$ cat config.mk
export PLATFORM = sky130hd
export DESIGN_NAME = ccff_chain_loader
export DESIGN_NICKNAME = d
export VERILOG_FILES = /design/src/rtl/ccff_chain_loader.sv
export SDC_FILE = /design/constraint.sdc
export NUM_CORES = 1
export LEC_CHECK = 0
export ABC_AREA = 0
export BUFFER_PORTS_ARGS = -buffer_cell sky130_fd_sc_hd__buf_2
export CAP_MARGIN = 5
export CORE_MARGIN = 2
export CORE_UTILIZATION = 59
export DETAILED_ROUTE_END_ITERATION = 10
export HOLD_SLACK_MARGIN = 0.1
export PLACE_DENSITY = 0.87
export SYNTH_ARGS = -nofsm -noshare
export SYNTH_HDL_FRONTEND = slang
export SYNTH_SLANG_ARGS = --single-unit
$ cat constraint.sdc
create_clock -name prog_clk -period 4.9 [get_ports prog_clk]
set_input_delay 0.98 -clock prog_clk [delete_from_list [all_inputs] [get_ports prog_clk]]
set_output_delay 0.98 -clock prog_clk [all_outputs]
set_load 0.02 [all_outputs]
$ cat src/rtl/ccff_chain_loader.sv
// ccff_chain_loader: takes bitstream words over valid/ready and shifts them
// into a logic-tile configuration chain, one bit per prog_clk cycle, framing
// exactly CHAIN_LEN shifts per load. The first bit shifted ends up at the tail.
// Optional feature macro: CCFF_READBACK_EN. When it is defined, the old chain
// contents arriving on ccff_tail are captured and presented on readback_word
// when the load completes.
module ccff_chain_loader #(
    parameter int unsigned CHAIN_LEN = 18,
    parameter int unsigned WORD_W    = 16
) (
    input  logic                             prog_clk,
    input  logic                             pReset,
    input  logic                             start,
    input  logic [WORD_W-1:0]                word_in,
    input  logic                             word_valid,
    output logic                             word_ready,
    output logic                             ccff_head,
    output logic                             config_enable,
    input  logic                             ccff_tail,
    output logic                             busy,
    output logic                             done,
    output logic [$clog2(CHAIN_LEN+1)-1:0]   bit_count
`ifdef CCFF_READBACK_EN
    ,
    output logic [WORD_W-1:0]                readback_word,
    output logic                             readback_valid
`endif
);

    localparam int unsigned CNT_W  = $clog2(CHAIN_LEN + 1);
    localparam int unsigned WCNT_W = $clog2(WORD_W + 1);

    typedef enum logic [1:0] {
        IDLE,
        LOAD,
        SHIFT,
        DONE
    } state_t;

    state_t              state;
    logic [WORD_W-1:0]   shreg;
    logic [WCNT_W-1:0]   wcnt;
    logic [31:0]         rem_bits_c;
    logic [WCNT_W-1:0]   load_bits_c;

    // Bits the next word contributes: a full word, or what is left of the chain.
    always_comb begin
        rem_bits_c  = 32'(CHAIN_LEN) - 32'(bit_count);
        load_bits_c = (rem_bits_c > 32'(WORD_W)) ? WCNT_W'(WORD_W) : WCNT_W'(rem_bits_c);
    end

    // Load sequencer: word handshake, serialisation and completion pulse.
    always_ff @(posedge prog_clk) begin
        if (pReset) begin
            state         <= IDLE;
            word_ready    <= 1'b0;
            ccff_head     <= 1'b0;
            config_enable <= 1'b0;
            busy          <= 1'b0;
            done          <= 1'b0;
            bit_count     <= '0;
            shreg         <= '0;
            wcnt          <= '0;
        end else begin
            done          <= 1'b0;
            config_enable <= 1'b0;
            case (state)
                IDLE: begin
                    ccff_head <= 1'b0;
                    if (start) begin
                        state      <= LOAD;
                        busy       <= 1'b1;
                        bit_count  <= '0;
                        word_ready <= 1'b1;
                    end
                end
                LOAD: begin
                    ccff_head <= 1'b0;
                    if (word_valid && word_ready) begin
                        shreg      <= word_in;
                        wcnt       <= load_bits_c;
                        word_ready <= 1'b0;
                        state      <= SHIFT;
                    end
                end
                SHIFT: begin
                    ccff_head     <= shreg[WORD_W-1];
                    config_enable <= 1'b1;
                    shreg         <= shreg << 1;
                    bit_count     <= bit_count + CNT_W'(1);
                    wcnt          <= wcnt - WCNT_W'(1);
                    if (wcnt == WCNT_W'(1)) begin
                        if (bit_count == CNT_W'(CHAIN_LEN - 1)) begin
                            state <= DONE;
                        end else begin
                            state      <= LOAD;
                            word_ready <= 1'b1;
                        end
                    end
                end
                DONE: begin
                    done      <= 1'b1;
                    busy      <= 1'b0;
                    ccff_head <= 1'b0;
                    state     <= IDLE;
                end
                default: begin
                    state <= IDLE;
                end
            endcase
        end
    end

`ifdef CCFF_READBACK_EN
    logic [WORD_W-1:0] cap;
    logic [WORD_W-1:0] cap_next_c;

    // Tail bit enters the capture register on every edge that shifts the chain.
    assign cap_next_c = config_enable ? ((cap << 1) | WORD_W'(ccff_tail)) : cap;

    // Readback capture; cleared at start so short chains read zero-extended.
    always_ff @(posedge prog_clk) begin
        if (pReset) begin
            cap            <= '0;
            readback_word  <= '0;
            readback_valid <= 1'b0;
        end else begin
            readback_valid <= 1'b0;
            if (state == IDLE && start) begin
                cap <= '0;
            end else begin
                cap <= cap_next_c;
            end
            if (state == DONE) begin
                readback_word  <= cap_next_c;
                readback_valid <= 1'b1;
            end
        end
    end
`else
    logic tail_unused;

    // Tail is not observed without readback.
    assign tail_unused = ccff_tail;
`endif

endmodule

# ---- Word level (Yosys, flattened, before mapping)
# Index checks and enable logic that the tools add are counted.
# W data, S select, Z words.
dict set report word_totals {
  regBits 33
  input_bits 21
  output_inout_bits 10
  elab_cells 55
}
dict set report classes {
  n_addsub 3
  order_cmp 1
  n_eq_ne 9
  muxes 21
  n_reduce_logical 12
}
# cell count
set ops {}
lappend ops {{$gt A32 B5 Y1 const B} 1}
lappend ops {{$pmux W16 S2} 1}
lappend ops {{$pmux W5 S2} 2}
lappend ops {{$mux W16} 1}
lappend ops {{$mux W5} 3}
lappend ops {{$mux W2} 4}
lappend ops {{$ne A2 B2 Y1 const B} 4}
lappend ops {{$pmux W2 S4} 1}
lappend ops {{$mux W1} 6}
lappend ops {{$reduce_and A2 Y1} 3}
lappend ops {{$reduce_bool A2 Y1} 3}
lappend ops {{$sub A5 B5 Y6 const A} 1}
lappend ops {{$add A5 B1 Y5 const B} 1}
lappend ops {{$eq A5 B1 Y1 const B} 1}
lappend ops {{$eq A5 B5 Y1 const B} 1}
lappend ops {{$reduce_and A5 Y1} 1}
lappend ops {{$sub A5 B1 Y5 const B} 1}
lappend ops {{$eq A2 B2 Y1 const B} 2}
lappend ops {{$pmux W1 S2} 2}
lappend ops {{$pmux W1 S3} 1}
lappend ops {{$reduce_and A3 Y1} 1}
lappend ops {{$reduce_bool A3 Y1} 1}
lappend ops {{$reduce_or A3 Y1} 1}
lappend ops {{$eq A2 B1 Y1 const B} 1}
lappend ops {{other kinds (2)} 2}

# ---- Logic depth before layout (Yosys ltp)
# Gate-level depths: netlist (run 1).
dict set report depth {
  ltp_word 5
  mapped_depth 6
  mapped_depth_nobuf 6
}

# ---- Worst setup path after synthesis (run 1)
# No wires, ideal clock.
dict set report synth_timing {
  path_kind {input port to flip-flop}
  from {in word_valid}
  to {reg shreg[10]}
  setup_time_ns 0.089
  t_arrival_ns 1.807
  required_time_ns 4.811
  path_slack_ns 3.004
  cell_stages 5
  n_path_buf 1
  cell_sequence {nand2_2 nor3b_4 buf_6 nand2_1 a311oi_2}
}
dict set report synth_via {
  elab_chain_cells 3
}
# item line_no
set synth_lines {}
lappend synth_lines {{start: declaration} 15} ;# input logic word_valid,
lappend synth_lines {{$logic_and A1 B1 Y1} 79} ;# if (word_valid && word_ready) begin
lappend synth_lines {{$ne A2 B2 Y1 (no source line)} n/a}
lappend synth_lines {{$reduce_and A2 Y1 (no source line)} n/a}
lappend synth_lines {{end signal: assignment} 80} ;# shreg <= word_in;
lappend synth_lines {{end signal: assignment} 89} ;# shreg <= shreg << 1;
lappend synth_lines {{end: declaration} 41} ;# logic [WORD_W-1:0] shreg;
# Every way passes these cells.
# A chain may end at the register's enable or synchronous reset.

# ---- Final worst setup path (run 1)
dict set report layout_timing {
  from {in word_valid}
  to {reg wcnt[2]}
}
dict set report layout_via {
  elab_chain_cells 3
}
# item line_no
set layout_lines {}
lappend layout_lines {{$logic_and A1 B1 Y1} 79}
lappend layout_lines {{$ne A2 B2 Y1 (no source line)} n/a}
lappend layout_lines {{$reduce_and A2 Y1 (no source line)} n/a}
lappend layout_lines {{end signal: assignment} 81} ;# wcnt <= load_bits_c;
lappend layout_lines {{end signal: assignment} 91} ;# wcnt <= wcnt - WCNT_W'(1);
lappend layout_lines {{end: declaration} 42} ;# logic [WCNT_W-1:0] wcnt;
# Every way passes these cells.

==> results of run 1 <==
[power groups by stage]
stage	logic, mW	registers [mW]	clock network (mW)
2_1_floorplan	0.0412	0.294	0
3_3_place_gp	0.0551	0.295	0
3_5_place_dp	0.0563	0.295	0
4_1_cts	0.0565	0.289	0.156
5_1_grt	0.0623	0.291	0.168
6_report	0.0563	0.289	0.153
[flip-flops by register name (all words and copies together) (netlist names), 2 cells and up]
register / flops
shreg: 16
state: 2
wcnt: 5
bit_count: 5
[stage by stage]
step / hold slack [ns] / total power [mW] / setup WS [ns] / area [µm²]
4_1_cts: 0.477 / 0.501 / 2.62 / 1930
2_1_floorplan: 0.448 / 0.335 / 3.00 / 1780
5_1_grt: 0.507 / 0.522 / 2.43 / 1930
6_report: 0.477 / 0.498 / 2.58 / 1930
3_5_place_dp: 0.464 / 0.351 / 2.29 / 1880
3_3_place_gp: 0.458 / 0.350 / 2.25 / 1880
[cells in the final DEF (no fill, tap or decap), types with 2 or more instances in the layout]
cell type,Yosys,layout
nand2b_1,2,2
a311oi_1,7,7
and3_1,2,2
dfxtp_1,33,33
a21oi_1,9,9
mux2_2,3,3
a311oi_2,9,9
a31oi_1,2,2
nand2_1,40,40
buf_2,9,29
ha_1,5,5
nor2_1,32,32
o21bai_1,2,2
o21ai_0,4,4
clkbuf_4,0,5
xor2_1,2,2
a22oi_1,3,3
a32o_1,2,2
a41o_1,2,2
nand3_1,8,8
nor3_1,3,3
inv_1,7,7
nor2b_1,2,2
or4b_1,2,2
[Yosys cell counts (all sizes together), types with 3 or more instances]
library cell,number
o21ai,4
buf,15
a311oi,16
ha,5
nand3,8
a21oi,9
dfxtp,33
nor3,3
and3,3
nor2,32
inv,7
a22oi,3
mux2,3
nand2,41
[logic make-up (layout without fill, tap and decap cells)]
family / after synthesis / in the layout / share of synthesized area [%]
xor+xnor: 3 / 3 / 1.48
compound gates: 48 / 48 / 23.7
buf+inv: 24 / 44 / 6.55
flops: 33 / 33 / 37.2
mux: 3 / 3 / 1.90
simple gates: 99 / 99 / 25.6
fa+ha+maj: 5 / 5 / 3.52
[path summary, 6_finish.rpt]
| kind | slack (ns) | start | to | cells after the start |
|---|---|---|---|---|
| max reg2reg | 2.71 | state[0] | wcnt[2] | 4 |
| min reg2reg | 0.48 | shreg[0] | shreg[0] | 2 |
| min | 0.48 | shreg[0] | shreg[0] | 2 |
| max | 2.58 | word_valid | wcnt[2] | 5 |
[cell type report]
cell class	instances	area (µm²)
Inverter	7	26.3
Timing Repair Buffer	30	153
Tap cell	31	38.8
Fill cell	246	872
Multi-Input combinational cell	158	1000
Clock buffer	7	55.1
Sequential cell	33	661
[worst max-delay path: cells and delay by family]
family | cells | cell delay [ns]
AOI/OAI and AO/OA | 1 | 0.12
buffers and inverters | 1 | 0.11
and+or+nand+nor | 3 | 1.38
[layer usage]
layer	vias to the layer above	GRT usage (%)	routed length (µm)
met4	0	8.44	57
met5	-	0	0
met1	734	29.0	1650
met3	7	6.15	168
met2	35	33.7	1600
li1	797	-	-
==> results.sh, run 1 <==
export IMPL_swShare_pct=25.4
export IMPL_cts_root_buf="clkbuf_4"
export IMPL_clock_skew_ns=0.00270
export IMPL_rsz0062_at_grt="no"
export IMPL_wl_per_cell_um=13.0
export IMPL_crit_path_cell_trace="buf_2 > nand4b_1 > nor2_1 > and4_1 > a32o_1"
export IMPL_synth_cells=215
export IMPL_hold_violations=0
export IMPL_ir_worst_vdd_v=0.000141
export IMPL_cts_resized=0
export IMPL_grt_max_degree=33
export IMPL_dp_cells=259
export IMPL_nNetsFinal=261
export IMPL_drt_iter0_markers=82
export IMPL_wirelength_um=3470
export IMPL_yosys_warnings=0
export IMPL_crit_type="in -> reg"
export IMPL_synthTopCellsByArea="dfxtp_1 (37%), nand2_1 (8.5%), a311oi_2 (7.6%)"
export IMPL_worst_slew_margin_rel_pct=34.3
export IMPL_pin_count=31
export IMPL_yosys_area_top_type="dfxtp_1"
export IMPL_crit_arrival_ns=2.59
export IMPL_synth_edf_count=0
export IMPL_avgSynthCellArea_um2=8.26
export IMPL_max_freq_mhz=432
export IMPL_grt_usage_pct=21.8
export IMPL_clkPwrFrac_pct=30.7
export IMPL_num_rows=19
export IMPL_grt_pass1_vias=1363
export IMPL_p_leak_nw=0.797
export IMPL_outcome="finished, violations left"
export IMPL_io_buffers=29
export IMPL_clk_latency_ns=0.33
export IMPL_timing_final_crit_share_pct=47.3
export IMPL_yosysUniqueCellTypes=44
export IMPL_die_w_um=58.9
export IMPL_yosysSeqAreaShare_pct=37.2
export IMPL_syn_nets=241
export IMPL_cp_required_ns=5.17
export IMPL_ys_ff_latch=33
export IMPL_drc=3
export IMPL_hp_class="reg -> reg"
export IMPL_ys_flop_type="dfxtp_1"
export IMPL_p_seq_share_pct=58.0
export IMPL_max_cap_viol_count=0
export IMPL_worst_slew_pin_slew_ns=0.981
export IMPL_cp_slowest_cell="nand4b_1"
export IMPL_setup_viol=0
export IMPL_place_hpwl_um=2330
export IMPL_clock_path_buffers=2
export IMPL_fin_util_pct=68.9
export IMPL_powerDensity_nw_per_um2=258
export IMPL_ant_nets=0
export IMPL_start_util_pct=63.3
export IMPL_cts_setup_buffers=0
export IMPL_antenna_found_initial=0
export IMPL_insertedDiodeCount=0
export IMPL_path_clk_slew_ns=0.09
export IMPL_layout_drive_gt1_share_pct=23.0
export IMPL_synthArstFlopShare_pct=0
export IMPL_die_y_um=58.9
export IMPL_numCtsBuffers=5
export IMPL_violations="design-rule violations"
export IMPL_worst_path_largest_cell_delay_ns=0.77
export IMPL_grt_pass1_wl_um=5820
export IMPL_tns_ns=0
export IMPL_vias=1573
export IMPL_dieArea_um2=3470
export IMPL_maxSlewViolCount=0
export IMPL_vias_per_cell=5.91
export IMPL_dr_pass1_iters=7
export IMPL_p_int_uw=372
export IMPL_cts_htree_levels=2
export IMPL_synth_area_um2=1780
export IMPL_cts_tree="built"
export IMPL_combinationalPowerShare_pct=11.3
export IMPL_cts_sinks=33
export IMPL_coreArea_um2=2810
export IMPL_place_congestion=0.859
export IMPL_worst_path_max_fanout=24
export IMPL_synth_top_area_share_pct=37.2
export IMPL_area_growth_pct=8.80
export IMPL_grt_overflow=0
export IMPL_critPathLaunchType="input port"
export IMPL_finalNonFillerCells=266
export IMPL_fin_crit_ns=2.32
export IMPL_hold_buffers=0
export IMPL_endpoint_kind="flop"
export IMPL_power_switching_uw=126
Power figures use the tool's default switching activity.
==> inputs of run 2 (changes only) <==
--- a/config.mk
+++ b/config.mk
@@ -9,10 +9,10 @@
 export BUFFER_PORTS_ARGS = -buffer_cell sky130_fd_sc_hd__buf_2
 export CAP_MARGIN = 5
 export CORE_MARGIN = 2
-export CORE_UTILIZATION = 59
+export CORE_UTILIZATION = 55
 export DETAILED_ROUTE_END_ITERATION = 10
 export HOLD_SLACK_MARGIN = 0.1
-export PLACE_DENSITY = 0.87
+export PLACE_DENSITY = 0.83
 export SYNTH_ARGS = -nofsm -noshare
 export SYNTH_HDL_FRONTEND = slang
 export SYNTH_SLANG_ARGS = --single-unit
==> constraint.sdc (replaced) <==
create_clock -name prog_clk -period 2.35 [get_ports prog_clk]
set_input_delay 0.47 -clock prog_clk [delete_from_list [all_inputs] [get_ports prog_clk]]
set_output_delay 0.47 -clock prog_clk [all_outputs]
set_load 0.02 [all_outputs]
==> run 2 against run 1 <==
- the run now ends clean
- final cell count rose by 7.1%
- first-iteration DRC count fell by 45%
- clock skew rose by 0.0067 ns
- combinational power up 110%
- final area up 2.8%
- die area rose by 6.8%
- critical path type is now reg -> reg
- highest routed layer unchanged
==> results.sh, run 2 (synthesized netlist as in run 1, its figures left out) <==
export IMPL_outcome="finished, final reports clean"
export IMPL_grt_pass1_wl_um=5730
export IMPL_clock_skew_ns=0.00941
export IMPL_largest_register="shreg"
export IMPL_antenna_found_initial=0
export IMPL_powerDensity_nw_per_um2=521
export IMPL_hold_violations=0
export IMPL_layout_commonest_cell="nand2_1"
export IMPL_crit_type="reg -> reg"
export IMPL_timing_final_crit_share_pct=75.3
export IMPL_fin_crit_ns=1.77
export IMPL_max_freq_mhz=565
export IMPL_maxSlewViolCount=0
export IMPL_p_leak_nw=0.821
export IMPL_crit_arrival_ns=2.01
export IMPL_cts_tree="built"
export IMPL_io_buffers=29
export IMPL_ant_nets=0
export IMPL_critPathLaunchType="flop"
export IMPL_worst_slew_pin_slew_ns=0.413
export IMPL_coreArea_um2=3050
export IMPL_tns_ns=0
export IMPL_hp_class="in -> reg"
export IMPL_drt_iter0_markers=45
export IMPL_grt_usage_pct=20.6
export IMPL_cts_htree_levels=2
export IMPL_worst_slew_margin_rel_pct=72.3
export IMPL_ir_worst_vdd_v=0.000571
export IMPL_hold_buffers=0
export IMPL_cts_sinks=33
export IMPL_num_rows=20
export IMPL_path_clk_slew_ns=0.10
export IMPL_wl_per_cell_um=12.4
export IMPL_setup_viol=0
export IMPL_cts_resized=0
export IMPL_cts_setup_buffers=0
export IMPL_p_seq_share_pct=58.3
export IMPL_layout_common_cells="nand2_1 (40), dfxtp_1 (33), nor2_1 (32)"
export IMPL_dieArea_um2=3700
export IMPL_clk_latency_ns=0.34
export IMPL_dr_pass1_iters=4
export IMPL_cp_required_ns=2.59
export IMPL_layout_drive_gt1_share_pct=25.3
export IMPL_rsz0062_at_grt="no"
export IMPL_place_congestion=0.794
export IMPL_cts_root_buf="clkbuf_4"
export IMPL_die_y_um=60.8
export IMPL_pin_count=31
export IMPL_grt_max_degree=25
export IMPL_vias=1575
export IMPL_drc=0
export IMPL_grt_overflow=0
export IMPL_die_w_um=60.8
export IMPL_swShare_pct=27.5
export IMPL_nNetsFinal=266
export IMPL_largest_reg_flops=16
export IMPL_wirelength_um=3540
export IMPL_endpoint_kind="flop"
export IMPL_area_growth_pct=11.8
export IMPL_start_util_pct=58.2
export IMPL_grt_pass1_vias=1268
export IMPL_fill_cells=278
export IMPL_numCtsBuffers=5
export IMPL_clock_path_buffers=2
export IMPL_place_hpwl_um=2410
export IMPL_vias_per_cell=5.53
export IMPL_fin_util_pct=65.1
export IMPL_insertedDiodeCount=0
export IMPL_clkPwrFrac_pct=30.1
export IMPL_power_switching_uw=285
export IMPL_reg_largest_list="shreg x16, bit_count x5, wcnt x5"
export IMPL_max_cap_viol_count=0
export IMPL_worst_path_max_fanout=9
export IMPL_p_int_uw=750
export IMPL_combinationalPowerShare_pct=11.6
-- run 2: changes by cell type in the layout (fill, tap and decap cells not counted) --
cell,previous run,this run
clkbuf_8,1,0
clkinv_2,0,2
buf_4,1,6
clkbuf_1,1,0
clkinvlp_4,0,1
-- run 2: final cells by class --
cell class	count	area, µm²	area share (%)
clock buffers	5	37.5	1.89
multi-input cells	158	1000	50.3
repair buffers	35	190	9.57
flip-flops and latches	33	661	33.2
well taps	44	55.1	2.77
inverters	7	26.3	1.32
clock inverters	3	17.5	0.882
-- run 2: stage by stage --
stage	worst slack, ns	power (mW)	cells	hold WS, ns	instance area (µm²)
after global placement	0.629	0.733	277	0.457	1930
after detailed placement	0.614	0.735	277	0.470	1930
after CTS	0.599	1.04	285	0.370	1990
after floorplan	0.669	0.698	215	0.448	1780
after global routing	0.500	1.08	285	0.379	1990
final	0.579	1.04	285	0.378	1990
-- run 2: per-layer routing --
layer  routed length (µm)  track usage, %  up-vias
met5                    0               0        -
met2                 1600            31.6       31
met4                   38            4.66        0
li1                     -               -      812
met1                 1760            28.8      726
met3                  141            5.76        6
-- run 2: worst paths after layout --
check	startpoint	to	slack [ns]	depth (start not counted)
worst max-delay path	bit_count[0]	wcnt[1]	0.58	5
worst min-delay path	word_in[0]	shreg[0]	0.38	3
worst max register to register	bit_count[0]	wcnt[1]	0.58	5
worst min register to register	shreg[0]	shreg[0]	0.48	2
-- run 2: power by group through the flow --
stage | logic [mW] | clock network [mW] | registers [mW]
after global routing | 0.134 | 0.341 | 0.607
after global placement | 0.119 | 0 | 0.614
final | 0.120 | 0.311 | 0.604
after CTS | 0.121 | 0.316 | 0.603
after detailed placement | 0.120 | 0 | 0.615
after floorplan | 0.0859 | 0 | 0.612
-- run 2: critical path: stages, from the launching register on --
cell	delay (ns)
dfxtp_1	0.51
ha_1	0.40
or4b_1	0.16
o21ai_0	0.07
a211o_2	0.32
a32o_1	0.22
